File: src/rtl/calc_pkg.sv
// calc_pkg: shared definitions for the calc_accum calculator.
//   mode_e      - operation select encoding (ADD/SUB/ACC/CLR)
//   state_e     - control FSM state encoding (IDLE/EXEC)
//   OPCOUNT_MAX - saturation value of the operation counter
//   DEB_CNT_MAX - cycles the synchronised button must stay changed before it is accepted
package calc_pkg;

  typedef enum logic [1:0] {
    MODE_ADD = 2'b00,
    MODE_SUB = 2'b01,
    MODE_ACC = 2'b10,
    MODE_CLR = 2'b11
  } mode_e;

  typedef enum logic {
    ST_IDLE = 1'b0,
    ST_EXEC = 1'b1
  } state_e;

  localparam logic [7:0] OPCOUNT_MAX = 8'd255;

  localparam int DEB_CNT_MAX = 8;
  localparam int DEB_CNT_W   = 4;

endpackage

File: src/rtl/button.sv
// button: debounce and rising-edge detect for a raw push-button.
//   i_clk   - system clock
//   i_rst_n - asynchronous active-low reset (clears all debounce state)
//   i_btn   - raw, possibly bouncing, button level
//   o_push  - single-cycle pulse on each accepted press
module button
  import calc_pkg::*;
(
  input  logic i_clk,
  input  logic i_rst_n,
  input  logic i_btn,
  output logic o_push
);

  logic [1:0]           r_sync;
  logic                 r_stable;
  logic                 r_stable_d;
  logic [DEB_CNT_W-1:0] r_cnt;

  // The counter restarts whenever the synchronised level agrees with the
  // accepted level, so any bounce shorter than the window is discarded.
  always_ff @(posedge i_clk or negedge i_rst_n) begin
    if (!i_rst_n) begin
      r_sync     <= '0;
      r_stable   <= 1'b0;
      r_stable_d <= 1'b0;
      r_cnt      <= '0;
    end else begin
      r_sync     <= {r_sync[0], i_btn};
      r_stable_d <= r_stable;
      if (r_sync[1] == r_stable) begin
        r_cnt <= '0;
      end else if (r_cnt == DEB_CNT_W'(DEB_CNT_MAX)) begin
        r_stable <= r_sync[1];
        r_cnt    <= '0;
      end else begin
        r_cnt <= r_cnt + 1'b1;
      end
    end
  end

  assign o_push = r_stable & ~r_stable_d;

endmodule

File: src/rtl/calc_alu.sv
// calc_alu: combinational arithmetic for calc_accum.
//   i_mode  - operation select
//   i_a     - operand A
//   i_b     - operand B (used by ADD and SUB)
//   i_acc   - previous result (used by ACC in place of B)
//   o_res   - result, modulo 2^WIDTH
//   o_carry - unsigned carry (ADD/ACC) or borrow (SUB)
//   o_ovf   - signed two's-complement overflow
module calc_alu
  import calc_pkg::*;
#(
  parameter int WIDTH = 8
) (
  input  mode_e            i_mode,
  input  logic [WIDTH-1:0] i_a,
  input  logic [WIDTH-1:0] i_b,
  input  logic [WIDTH-1:0] i_acc,
  output logic [WIDTH-1:0] o_res,
  output logic             o_carry,
  output logic             o_ovf
);

  logic [WIDTH-1:0] w_rhs;
  logic [WIDTH:0]   w_sum;
  logic [WIDTH:0]   w_diff;

  assign w_rhs  = (i_mode == MODE_ACC) ? i_acc : i_b;
  assign w_sum  = {1'b0, i_a} + {1'b0, w_rhs};
  // The extra top bit of the widened difference is set exactly when A < B.
  assign w_diff = {1'b0, i_a} - {1'b0, i_b};

  always_comb begin
    o_res   = '0;
    o_carry = 1'b0;
    o_ovf   = 1'b0;
    case (i_mode)
      MODE_ADD, MODE_ACC: begin
        o_res   = w_sum[WIDTH-1:0];
        o_carry = w_sum[WIDTH];
        o_ovf   = (i_a[WIDTH-1] == w_rhs[WIDTH-1]) &&
                  (w_sum[WIDTH-1] != i_a[WIDTH-1]);
      end
      MODE_SUB: begin
        o_res   = w_diff[WIDTH-1:0];
        o_carry = w_diff[WIDTH];
        o_ovf   = (i_a[WIDTH-1] != i_b[WIDTH-1]) &&
                  (w_diff[WIDTH-1] != i_a[WIDTH-1]);
      end
      default: begin
        o_res   = '0;
        o_carry = 1'b0;
        o_ovf   = 1'b0;
      end
    endcase
  end

endmodule

File: src/rtl/hex2seven_seg.sv
// hex2seven_seg: one hex nibble to an active-high seven-segment pattern.
//   i_hex - nibble to display
//   o_seg - segments {g,f,e,d,c,b,a}, segment a in bit 0
module hex2seven_seg (
  input  logic [3:0] i_hex,
  output logic [6:0] o_seg
);

  always_comb begin
    o_seg = 7'h00;
    case (i_hex)
      4'h0: o_seg = 7'h3F;
      4'h1: o_seg = 7'h06;
      4'h2: o_seg = 7'h5B;
      4'h3: o_seg = 7'h4F;
      4'h4: o_seg = 7'h66;
      4'h5: o_seg = 7'h6D;
      4'h6: o_seg = 7'h7D;
      4'h7: o_seg = 7'h07;
      4'h8: o_seg = 7'h7F;
      4'h9: o_seg = 7'h6F;
      4'hA: o_seg = 7'h77;
      4'hB: o_seg = 7'h7C;
      4'hC: o_seg = 7'h39;
      4'hD: o_seg = 7'h5E;
      4'hE: o_seg = 7'h79;
      4'hF: o_seg = 7'h71;
      default: o_seg = 7'h00;
    endcase
  end

endmodule

File: src/rtl/calc_accum.sv
// calc_accum: push-button calculator with accumulator and hex displays.
//   clk          - system clock
//   reset        - asynchronous active-low reset (release synchronised to clk)
//   gobutt       - raw button, one operation per press
//   mode         - 00 ADD, 01 SUB, 10 ACC, 11 CLR
//   switches1/2  - operands A and B
//   carryled     - carry/borrow of the last operation
//   overloadled  - signed overflow of the last operation
//   done         - one-cycle pulse when the result register updates
//   opcount      - completed non-CLR operations, saturating at 255
//   seg_a/b/res  - seven-segment images, least-significant digit in [6:0]
module calc_accum
  import calc_pkg::*;
#(
  parameter int WIDTH  = 8,
  parameter int DIGITS = WIDTH / 4
) (
  input  logic                  clk,
  input  logic                  reset,
  input  logic                  gobutt,
  input  logic [1:0]            mode,
  input  logic [WIDTH-1:0]      switches1,
  input  logic [WIDTH-1:0]      switches2,
  output logic                  carryled,
  output logic                  overloadled,
  output logic                  done,
  output logic [7:0]            opcount,
  output logic [7*DIGITS-1:0]   seg_a,
  output logic [7*DIGITS-1:0]   seg_b,
  output logic [7*DIGITS-1:0]   seg_res
);

  logic [1:0]       r_rst_sync;
  logic             w_rst_n;
  logic             w_push;
  state_e           r_state;
  state_e           w_next;
  logic             w_capture;
  logic             w_exec;
  mode_e            r_mode;
  logic [WIDTH-1:0] r_a;
  logic [WIDTH-1:0] r_b;
  logic [WIDTH-1:0] r_res;
  logic             r_carry;
  logic             r_ovf;
  logic             r_done;
  logic [7:0]       r_opcount;
  logic [WIDTH-1:0] w_alu_res;
  logic             w_alu_carry;
  logic             w_alu_ovf;

  // Assert immediately, release two clocks after reset goes high.
  always_ff @(posedge clk or negedge reset) begin
    if (!reset) r_rst_sync <= '0;
    else        r_rst_sync <= {r_rst_sync[0], 1'b1};
  end
  assign w_rst_n = r_rst_sync[1];

  button u_button (
    .i_clk   (clk),
    .i_rst_n (w_rst_n),
    .i_btn   (gobutt),
    .o_push  (w_push)
  );

  always_ff @(posedge clk or negedge w_rst_n) begin
    if (!w_rst_n) r_state <= ST_IDLE;
    else          r_state <= w_next;
  end

  // EXEC always lasts one cycle, so a push seen there is simply dropped.
  always_comb begin
    w_next = r_state;
    case (r_state)
      ST_IDLE: if (w_push) w_next = ST_EXEC;
      ST_EXEC: w_next = ST_IDLE;
      default: w_next = ST_IDLE;
    endcase
  end

  always_comb begin
    w_capture = (r_state == ST_IDLE) && w_push;
    w_exec    = (r_state == ST_EXEC);
  end

  // Operands are frozen at the press so later switch/mode changes cannot
  // disturb the operation in flight; these are never read before loading.
  always_ff @(posedge clk) begin
    if (w_capture) begin
      r_mode <= mode_e'(mode);
      r_a    <= switches1;
      r_b    <= switches2;
    end
  end

  calc_alu #(.WIDTH(WIDTH)) u_alu (
    .i_mode  (r_mode),
    .i_a     (r_a),
    .i_b     (r_b),
    .i_acc   (r_res),
    .o_res   (w_alu_res),
    .o_carry (w_alu_carry),
    .o_ovf   (w_alu_ovf)
  );

  always_ff @(posedge clk or negedge w_rst_n) begin
    if (!w_rst_n) begin
      r_res     <= '0;
      r_carry   <= 1'b0;
      r_ovf     <= 1'b0;
      r_done    <= 1'b0;
      r_opcount <= '0;
    end else begin
      r_done <= w_exec;
      if (w_exec) begin
        r_res   <= w_alu_res;
        r_carry <= w_alu_carry;
        r_ovf   <= w_alu_ovf;
        if (r_mode == MODE_CLR)             r_opcount <= '0;
        else if (r_opcount != OPCOUNT_MAX)  r_opcount <= r_opcount + 8'd1;
      end
    end
  end

  assign carryled    = r_carry;
  assign overloadled = r_ovf;
  assign done        = r_done;
  assign opcount     = r_opcount;

  for (genvar g = 0; g < DIGITS; g++) begin : g_digit
    hex2seven_seg u_seg_a   (.i_hex(switches1[4*g +: 4]), .o_seg(seg_a[7*g +: 7]));
    hex2seven_seg u_seg_b   (.i_hex(switches2[4*g +: 4]), .o_seg(seg_b[7*g +: 7]));
    hex2seven_seg u_seg_res (.i_hex(r_res[4*g +: 4]),     .o_seg(seg_res[7*g +: 7]));
  end

endmodule
File: config.mk
export PLATFORM = sky130hd
export DESIGN_NAME = calc_accum
export DESIGN_NICKNAME = d
export VERILOG_FILES = /design/src/rtl/calc_pkg.sv /design/src/rtl/button.sv /design/src/rtl/calc_alu.sv /design/src/rtl/hex2seven_seg.sv /design/src/rtl/calc_accum.sv
export SDC_FILE = /design/constraint.sdc
export NUM_CORES = 1
export LEC_CHECK = 0
export BUFFER_PORTS_ARGS = -buffer_cell sky130_fd_sc_hd__buf_2
export CAP_MARGIN = 20
export CORE_ASPECT_RATIO = 0.8
export CORE_MARGIN = 2
export CORE_UTILIZATION = 30
export DETAILED_ROUTE_END_ITERATION = 6
export HOLD_SLACK_MARGIN = 0.15
export PLACE_DENSITY = 0.59
export SETUP_SLACK_MARGIN = 0.4
export SYNTH_ARGS = -nofsm -noshare
export SYNTH_HDL_FRONTEND = slang
export SYNTH_HIERARCHICAL = 1
export SYNTH_SLANG_ARGS = --single-unit
File: constraint.sdc
create_clock -name clk -period 1.5 [get_ports clk]
set_input_delay 0.15 -clock clk [delete_from_list [all_inputs] [get_ports clk]]
set_output_delay 0.15 -clock clk [all_outputs]
set_load 0.1 [all_outputs]
==> results of run 1 <==
-- cell usage in the layout (no fill, tap or decap), types with 8 or more instances in the layout --
master	instances
sky130_fd_sc_hd__buf_2	9
sky130_fd_sc_hd__a21oi_1	8
sky130_fd_sc_hd__mux2i_1	10
sky130_fd_sc_hd__nand2_1	9
sky130_fd_sc_hd__inv_1	30
sky130_fd_sc_hd__inv_2	9
sky130_fd_sc_hd__buf_6	49
sky130_fd_sc_hd__dfrtp_1	17
sky130_fd_sc_hd__ha_4	47
sky130_fd_sc_hd__nor2b_4	9
sky130_fd_sc_hd__mux2_4	29
sky130_fd_sc_hd__buf_4	103
sky130_fd_sc_hd__buf_12	62
sky130_fd_sc_hd__dfrtp_4	8
sky130_fd_sc_hd__ha_1	13
sky130_fd_sc_hd__nor2_1	12
sky130_fd_sc_hd__nor3_1	12
sky130_fd_sc_hd__a21oi_4	11
sky130_fd_sc_hd__edfxtp_1	18
-- power breakdown --
group	switching [W]	leakage [nW]	internal, W
registers	0.000200	0.533	0.00159
clock network	0.000507	0.0741	0.000669
logic	0.00530	3.17	0.00413
total	0.00601	3.78	0.00639
-- what timing repair did --
action,in CTS,in global routing
hold buffers,4,0
cloned,1,1
pin swaps,51,21
gates resized for setup,245,52
hold endpoints to repair,5,0
setup buffers,50,13
endpoints found under the setup margin,90,94
-- critical path, delay by kind of cell (launching register included) --
family	cells	cell delay [ns]
and+or+nand+nor	3	0.49
buffers and inverters	1	0.05
DFF	1	0.45
AOI/OAI and AO/OA	3	0.54
adders and majority gates	2	0.35
muxes	2	0.58
-- layer usage --
| layer | global-route usage | up-vias | wire (um) |
|---|---|---|---|
| li1 | - | 2039 | - |
| met1 | 0.222 | 2022 | 5930 |
| met2 | 0.287 | 82 | 6550 |
| met3 | 0.0192 | 10 | 409 |
| met4 | 0.0267 | 0 | 110 |
| met5 | 0 | - | 0 |
-- per-stage QoR --
step                worst slack [ns]  total power, W   util  area [sq um]  hold WS (ns)
floorplan                      -1.10         0.00735      -          5410        -0.146
global placement              -0.966         0.00953  0.488          7000       -0.0647
detailed placement             -1.03         0.00967  0.488          7000       -0.0593
CTS                            -1.01          0.0121  0.597          8570         0.166
global route                   -1.19          0.0129  0.624          8950         0.158
finish                         -1.06          0.0124  0.624          8950         0.168
-- cell families after synthesis --
group | count (synthesis) | synth area share
mux | 57 | 0.163
fa+ha+maj | 63 | 0.182
buf+inv | 69 | 0.0747
compound gates | 92 | 0.152
flops | 48 | 0.292
other cells | 1 | 0.000848
xor+xnor | 7 | 0.0139
simple gates | 96 | 0.122
-- flip-flops by register name (all words and copies together) (netlist names) --
signal	cells
carryled	1
r_b	8
r_rst_sync	2
u_button/r_stable_d	1
u_button/r_sync	2
u_button/r_stable	1
r_a	8
u_button/r_cnt	4
overloadled	1
r_res	8
r_state	1
done	1
r_mode	2
opcount	8
-- final timing paths --
path	from	end	slack (ns)	depth (start not counted)
setup / recovery	r_mode[1]	carryled	-1.06	11
hold / removal	reset	r_rst_sync[1]	0.17	2
setup reg to reg	r_mode[1]	carryled	-1.06	11
hold reg to reg	r_rst_sync[1]	u_button/r_sync[0]	0.26	1
max in group asynchronous	r_rst_sync[1]	opcount[5]	0.94	1
min in group clk	switches1[4]	r_a[4]	0.17	2
-- final cells by class --
type	instances	share of cell area
timing repair buffer	237	0.314
multi-input combinational	316	0.458
clock buffer	7	0.0159
clock inverter	1	0.000978
sequential	48	0.148
inverter	52	0.0365
tap	184	0.0257
==> results by stage, run 1 <==
Flow run:
- Max-cap violations in this run came to 0.

Layout:
- In the final layout, the multi-input gates occupy 4100 sq um.
- Relative to the synthesized area, the layout overhead comes to 103%.
- The total number of nets in the final design is approximately 740.
- The final-layout fill cell count is around 1100.
- The count of non-filler cells in the finished layout is 845.
- The area occupied by registers is roughly 1300 sq um.
- The proportion of layout cells with a drive suffix above 1 is 0.685.
- The repair_antennas step left the layout with diodes totalling 0.

Detailed routing:
- In the routed design, unresolved DRC markers number 0.
- The detailed router placed around 4200 vias in this run.
- The final routed wirelength across all metal layers is 13000 um.
- The first-pass iteration count of the detailed router is 4.
- Dividing the detail-routed wire length by the instance count gives about 15 um.
- The DRC marker count from the first detailed-route iteration is 127.
- The count of nets left with antenna violations after detail routing is 0.
- The via density per instance is a little under 5.

Clocking:
- The CTS tree is done.
- The clock-pin slew reported for the worst setup and hold paths after clock tree synthesis is roughly 0.070 ns.
- CTS saw 48 sinks.
- The maximum root-to-sink buffer count is 2.
- The number of clock buffers inserted by TritonCTS is 5.
- The clock tree root buffer cell is sky130_fd_sc_hd__clkbuf_16.
- The worst-skew pair later-pin latency is 0.29 ns.
- The H-tree was split into 2 levels.

Global route:
- The wire length of the first global-routing pass is 21500 um.
- The remaining global-route overflow is 0.
- The total global routing track utilization is 0.164.
- Entering global routing, the biggest net connects 29 pins.
- The initial antenna violation count is 0.
- The via count of the first global-routing pass is 4339.

Worst setup path:
- The signal on the critical path passes through nand2b_4 -> mux2_4 -> ha_4 -> inv_2 -> fa_2 -> and2b_1 -> o31a_2 -> nor3_4 -> o21a_1 -> o2bb2ai_1 -> mux2_4.
- STA classifies the critical path startpoint as a flip-flop.
- The critical-path maximum fanout is 5.
- The worst setup path is of the reg -> reg kind.
- The arrival time of the worst setup path is roughly 2.7 ns.
- The category of the worst setup path capture point is a flip-flop.
- In this design, the critical path's most frequently occurring cell is sky130_fd_sc_hd__mux2_4.
- Data on the critical path is required at its endpoint by about 1.7 ns.
- On the critical path, the stage with the largest delay is an instance of sky130_fd_sc_hd__edfxtp_1.
- The largest single stage delay on the critical path is approximately 0.45 ns.

Timing:
- Subtracting the final worst setup slack from the clock period gives roughly 2.6 ns.
- The share of the cycle needed by the critical path after routing is 1.71.
- Between clock sinks in the finished design, the worst skew comes to around 0.005 ns.
- Setup violations remaining at the end of the flow were counted as 24.
- The final-report max-slew violation count was 0.
- The total count of hold-check failures in the final report is 0.
- The sum of negative setup slack is -13.80 ns.
- Setup repair after global routing could not meet its margin everywhere.
- The least setup slack across all paths after layout is -1.06 ns.
- The fmax is a little under 0.4 GHz.

Logic synthesis:
- The synthesized netlist contains 67 unique library cells.
- The share of the yosys chip area belonging to registers is 0.292.
- The cell area that synthesis handed to floorplanning was ~4400 sq um.
- The synthesized netlist net count is slightly above 500.
- Among all flip-flop cells after synthesis, the most frequent one is sky130_fd_sc_hd__dfrtp_1.
- By area the synthesized netlist is led by sky130_fd_sc_hd__ha_1, sky130_fd_sc_hd__dfrtp_1, sky130_fd_sc_hd__edfxtp_1.
- sky130_fd_sc_hd__ha_1 is the most common cell in the netlist.
- After synthesis the netlist holds a flip-flop and latch count of 48.
- The proportion of register bits with asynchronous set or reset after synthesis is 0.625.
- By count the netlist is led by sky130_fd_sc_hd__ha_1, sky130_fd_sc_hd__inv_1, sky130_fd_sc_hd__dfrtp_1.
- The number of standard cells after synthesis is roughly 430.
- The post-synthesis area per instance is a little over 10 sq um.
- For this run, the number of Yosys warnings is 6.
- The share of synthesized area in the top cell type comes to 0.173.
- The count of flip-flops with a built-in enable after synthesis is 18.
- sky130_fd_sc_hd__ha_1 takes more of the synthesized area than any other cell.

Floorplanning:
- The number of top-level pins is 74.
- In this run the vertical extent of the chip is 113 um.
- The width of the chip is between 100 and 150 um.
- The placeable core area is about 14000 sq um.
- The floorplan step defined a die boundary enclosing around 16000 sq um.
- The number of cell rows is 39.
- The initial utilization of the core area, before any placement, comes to 0.308.

Power:
- The power per cell area is ~1400 nW/um^2.
- The standby leakage power is 3.78 nW.
- The peak supply drop is around 0.0025 V.

Place:
- The placed wire-length estimate is roughly 9000 um.
- The placed cell count is 768.
- The routability-driven placement congestion ratio is 0.847.
- The count of buffers added on input and output ports is 73.

Min path:
- The class of the tightest hold or removal check is in -> async.

Outcome:
- The final reports fail on setup timing.
- The flow ran to the end, but the final reports show violations.
(Power assumes the default switching activity.)
==> inputs of run 2 (changes only) <==
ABC_AREA = 1   (was default)
PLACE_DENSITY = default   (was 0.59)
PLACE_DENSITY_LB_ADDON = 0.3   (was default)
SLEW_MARGIN = 40   (was default)
==> results by stage, run 2 <==
Power:
- The standby leakage power is 4.03 nW (+6.8%).
- The power per cell area was 1610 nW/um^2 (+16%).
- The power consumption is 0.0144 W (+16%).
- The peak supply drop is 0.00117 V (-53%).

Place:
- The placed standard-cell area came to 6870 sq um (-1.8%).
- The placed cell count came to 935 (+22%).
- The placed wire-length estimate is 8580 um (-4.8%).
- The routability-driven placement congestion ratio came to 0.812 (-4.1%).
- The quantity of I/O buffers inserted on ports is 73 (unchanged).

Timing:
- The fmax is 0.444 GHz (+14%).
- Setup repair after global routing could not meet its margin everywhere.
- The final worst clock skew is 0.00606 ns (+0.00115 ns).
- The least setup slack across all paths after layout came to -0.753 ns (+0.311 ns).
- The share of the cycle needed by the critical path after routing was 1.50 (-0.208).
- The sum of negative setup slack was -9.90 ns (+3.89 ns).
- The total count of hold-check failures in the final report is 0 (unchanged).
- The number of endpoints failing setup at the final stage is 32 (+33%).
- The minimum clock period came to 2.25 ns (-0.311 ns).
- The final-report max-slew violation count came to 0 (unchanged).

Global route:
- The wire length of the first global-routing pass is 21100 um (-2.0%).
- The total global routing track utilization was 0.159 (-0.00492).
- The remaining global-route overflow is 0 (unchanged).
- The pin count of the biggest net entering global routing is 29 (unchanged).
- The via count of the first global-routing pass is 4450 (+2.6%).
- The initial antenna violation count is 0 (unchanged).

Detailed routing:
- The routed wire length per instance came to 13.5 um (-12%).
- The number of vias after detailed routing is 4651 (+12%).
- The post-route met1 wirelength is 6110 um (+3.0%).
- The DRC marker count from the first detailed-route iteration is 190 (+50%).
- The highest metal layer with signal wires is met4.
- The wire length on met2 is 6670 um (+1.9%).
- The met3 wirelength from detailed routing is 478 um (+17%).
- The via density per instance was 4.67 (-4.9%).
- The final routed wirelength across all metal layers is 13400 um (+3.5%).
- The first-pass iteration count of the detailed router is 5 (+1).
- The count of nets left with antenna violations after detail routing was 0 (unchanged).
- The post-detailed-route DRC marker count was 0 (unchanged).

Worst setup path:
- The cell depth of the worst flop-to-flop path is 15 (+4).
- The signal on the critical path passes through inv_4 -> nand2_8 -> buf_6 -> nor2_4 -> a21oi_1 -> ha_1 -> nand2_1 -> nand2_1 -> nand2_1 -> nand3_2 -> nand2_1 -> nand2_1 -> nand2_1 -> nand2_1 -> mux2_4.
- The critical-path maximum fanout is 5 (unchanged).
- The startpoint identified for the worst register-to-register timing path is r_mode[0].
- The buffers plus inverters on the worst setup path was 2 (+1).
- The worst flop-to-flop path endpoint is carryled.
- The kind of launch point of the worst setup path is a flip-flop.
- The worst-case register-to-register setup slack is -0.75 ns (+0.31 ns).
- The category of the worst setup path capture point is a flip-flop.
- The type of the worst setup path is reg -> reg.
- The most numerous cell type found on the critical path is sky130_fd_sc_hd__nand2_1.
- The cell class contributing the biggest share of worst-path delay is simple AND/OR/NAND/NOR gates.
- The arrival time of the worst setup path is 2.43 ns (-0.31 ns).
- The slowest stage of the critical path is the sky130_fd_sc_hd__edfxtp_1 cell.
- The required time of the critical path is 1.68 ns (about the same).
- The critical path depth came to 15 (+4).
- The largest stage delay on the critical path is 0.44 ns (about the same).

Layout:
- The final core utilization is 0.623 (-0.00125).
- The finished layout cell area is 8960 sq um (+0.14%).
- The count of non-filler cells in the finished layout is 995 (+18%).
- The total number of nets in the final design is 894 (+20%).
- The leading cell type in the layout, fill and taps excluded is sky130_fd_sc_hd__nand2_1.
- The count of antenna diodes in the layout is 0 (unchanged).
- Leaving out fill and tap cells, the most frequent cells in the layout are sky130_fd_sc_hd__nand2_1, sky130_fd_sc_hd__nand2_2, sky130_fd_sc_hd__buf_12, sky130_fd_sc_hd__buf_4.
- The proportion of layout cells with a drive suffix above 1 was 0.631 (-0.0540).
- The area added between synthesis and finish is 101%.

Logic synthesis:
- The post-synthesis area per instance is 6.95 sq um (-32%).
- The synthesized netlist net count is 726 (+40%).
- The dominant register cell in the synthesized netlist is sky130_fd_sc_hd__dfrtp_1.
- By count the netlist is led by sky130_fd_sc_hd__nand2_1, sky130_fd_sc_hd__inv_1, sky130_fd_sc_hd__ha_1.
- The most frequently used cell type in the post-synthesis netlist is sky130_fd_sc_hd__nand2_1.
- The number of standard cells after synthesis is 642 (+48%).
- In the post-synthesis netlist, the biggest area contributors are sky130_fd_sc_hd__nand2_1, sky130_fd_sc_hd__ha_1, sky130_fd_sc_hd__dfrtp_1.
- The Yosys warning count is 6 (unchanged).
- The count of flip-flops with a built-in enable after synthesis is 18 (unchanged).
- The number of synthesized register bits came to 48 (unchanged).
- The share of the yosys chip area belonging to registers is 0.290 (-0.00254).
- The top cell type's share of synthesized area is 0.221 (+0.0479).
- The proportion of register bits with asynchronous set or reset after synthesis is 0.625 (unchanged).
- The count of cell types in the netlist is 32 (-52%).
- The top cell type by total area after synthesis is sky130_fd_sc_hd__nand2_1.
- The area of the mapped netlist is 4460 sq um (+0.88%).

Clocking:
- The maximum level of the CTS H-tree came to 2 (unchanged).
- The tree is rooted in a sky130_fd_sc_hd__clkbuf_16.
- The clock-pin slew reported for the worst setup and hold paths after clock tree synthesis is 0.07 ns (about the same).
- The CTS tree is done.
- The number of clock buffers inserted by TritonCTS is 5 (unchanged).
- The worst-skew pair later-pin latency was 0.29 ns (about the same).
- The CTS sink count came to 48 (unchanged).
- The maximum root-to-sink buffer count was 2 (unchanged).

Floorplanning:
- The number of top-level pins is 74 (unchanged).
- The starting density of the core is 0.310 (+0.00165).
- The width of the chip is 140 um (+0.43%).
- The chip height was 113 um (+0.42%).
- The placeable core area was 14400 sq um (+0.34%).
- The number of cell rows is 39 (unchanged).
- The die area is 15900 sq um (+0.85%).

Min path:
- The hold-critical path endpoint is r_b[7].
- The class of the tightest hold or removal check is in -> reg.
- The worst hold path begins at switches2[7].
- Along the worst hold path, the cell count comes to 1.

Outcome:
- The run finished, with violations left.
- The checks that failed: setup timing.

Flow run:
- The max capacitance violation total is 0 (unchanged).
==> run 2: cell count changes after synthesis, sizes merged, moves of 8 or more <==
cell    change
nand2b      -9
nand3      +45
nor2       +14
inv        +50
nor3       -18
mux2       -27
mux2i      -13
o21ai      +18
nand2     +263
nor2b      -15
a21oi       -9
buf         -8
==> run 2: worst max path at each step <==
stage	start	endpoint	slack, ns
global route	r_mode[0]	carryled	-0.84
floorplan	r_mode[0]	carryled	-0.65
finish	r_mode[0]	carryled	-0.75
CTS	r_mode[0]	r_res[4]	-0.65
detailed placement	r_mode[0]	carryled	-0.66
global placement	r_mode[0]	carryled	-0.62
==> run 2: cell families (layout without fill, tap and decap cells) <==
group	after synthesis	count (layout)	synth area share
AO/OA/AOI/OAI	47	47	0.0581
XOR/XNOR	5	5	0.00982
multiplexers	11	11	0.0278
AND/OR/NAND/NOR	357	358	0.334
flip-flops	48	48	0.290
buffers and inverters	110	278	0.100
other	1	1	0.000841
adder cells (fa/ha/maj)	63	63	0.180
==> run 2: area by class of cell <==
class                      count  area, sq um
fill                        1079         5430
multi-input combinational    485         4490
timing repair buffer         168         2200
sequential                    48         1320
inverter                     102          569
tap                          184          230
clock buffer                   6          139
clock inverter                 2         13.8
==> run 2: routing by layer <==
layer / vias up / GRT usage
li1: 2347 / -
met1: 2189 / 0.225
met2: 96 / 0.262
met3: 19 / 0.0182
met4: 0 / 0.0364
met5: - / 0
==> run 2: worst register-to-register path: stages, from the launching register on <==
cell,delay (ns)
sky130_fd_sc_hd__edfxtp_1,0.44
sky130_fd_sc_hd__inv_4,0.13
sky130_fd_sc_hd__nand2_8,0.07
sky130_fd_sc_hd__buf_6,0.14
sky130_fd_sc_hd__nor2_4,0.06
sky130_fd_sc_hd__a21oi_1,0.05
sky130_fd_sc_hd__ha_1,0.38
sky130_fd_sc_hd__nand2_1,0.09
sky130_fd_sc_hd__nand2_1,0.07
sky130_fd_sc_hd__nand2_1,0.10
sky130_fd_sc_hd__nand3_2,0.10
sky130_fd_sc_hd__nand2_1,0.07
sky130_fd_sc_hd__nand2_1,0.06
sky130_fd_sc_hd__nand2_1,0.08
sky130_fd_sc_hd__nand2_1,0.06
sky130_fd_sc_hd__mux2_4,0.25
==> run 2: report_power, final <==
part           switching [W]  leakage [nW]  internal, W
combinational        0.00687          3.42      0.00451
clock               0.000490        0.0772     0.000667
sequential          0.000260         0.536      0.00162
==> run 2: stage by stage <==
stage                     setup slack, ns  hold slack [ns]
after CTS                          -0.651            0.159
after global placement             -0.622          -0.0641
after floorplan                    -0.654           -0.146
after detailed placement           -0.660          -0.0627
final                              -0.753            0.160
after global routing               -0.835            0.159
==> run 2: timing repair <==
action	in CTS	in global routing
resized for setup	203	181
setup endpoints to repair	90	88
gates cloned	0	1
endpoints found under the hold margin	9	0
buffers inserted	26	17
pin swaps	74	89
hold buffers	8	0
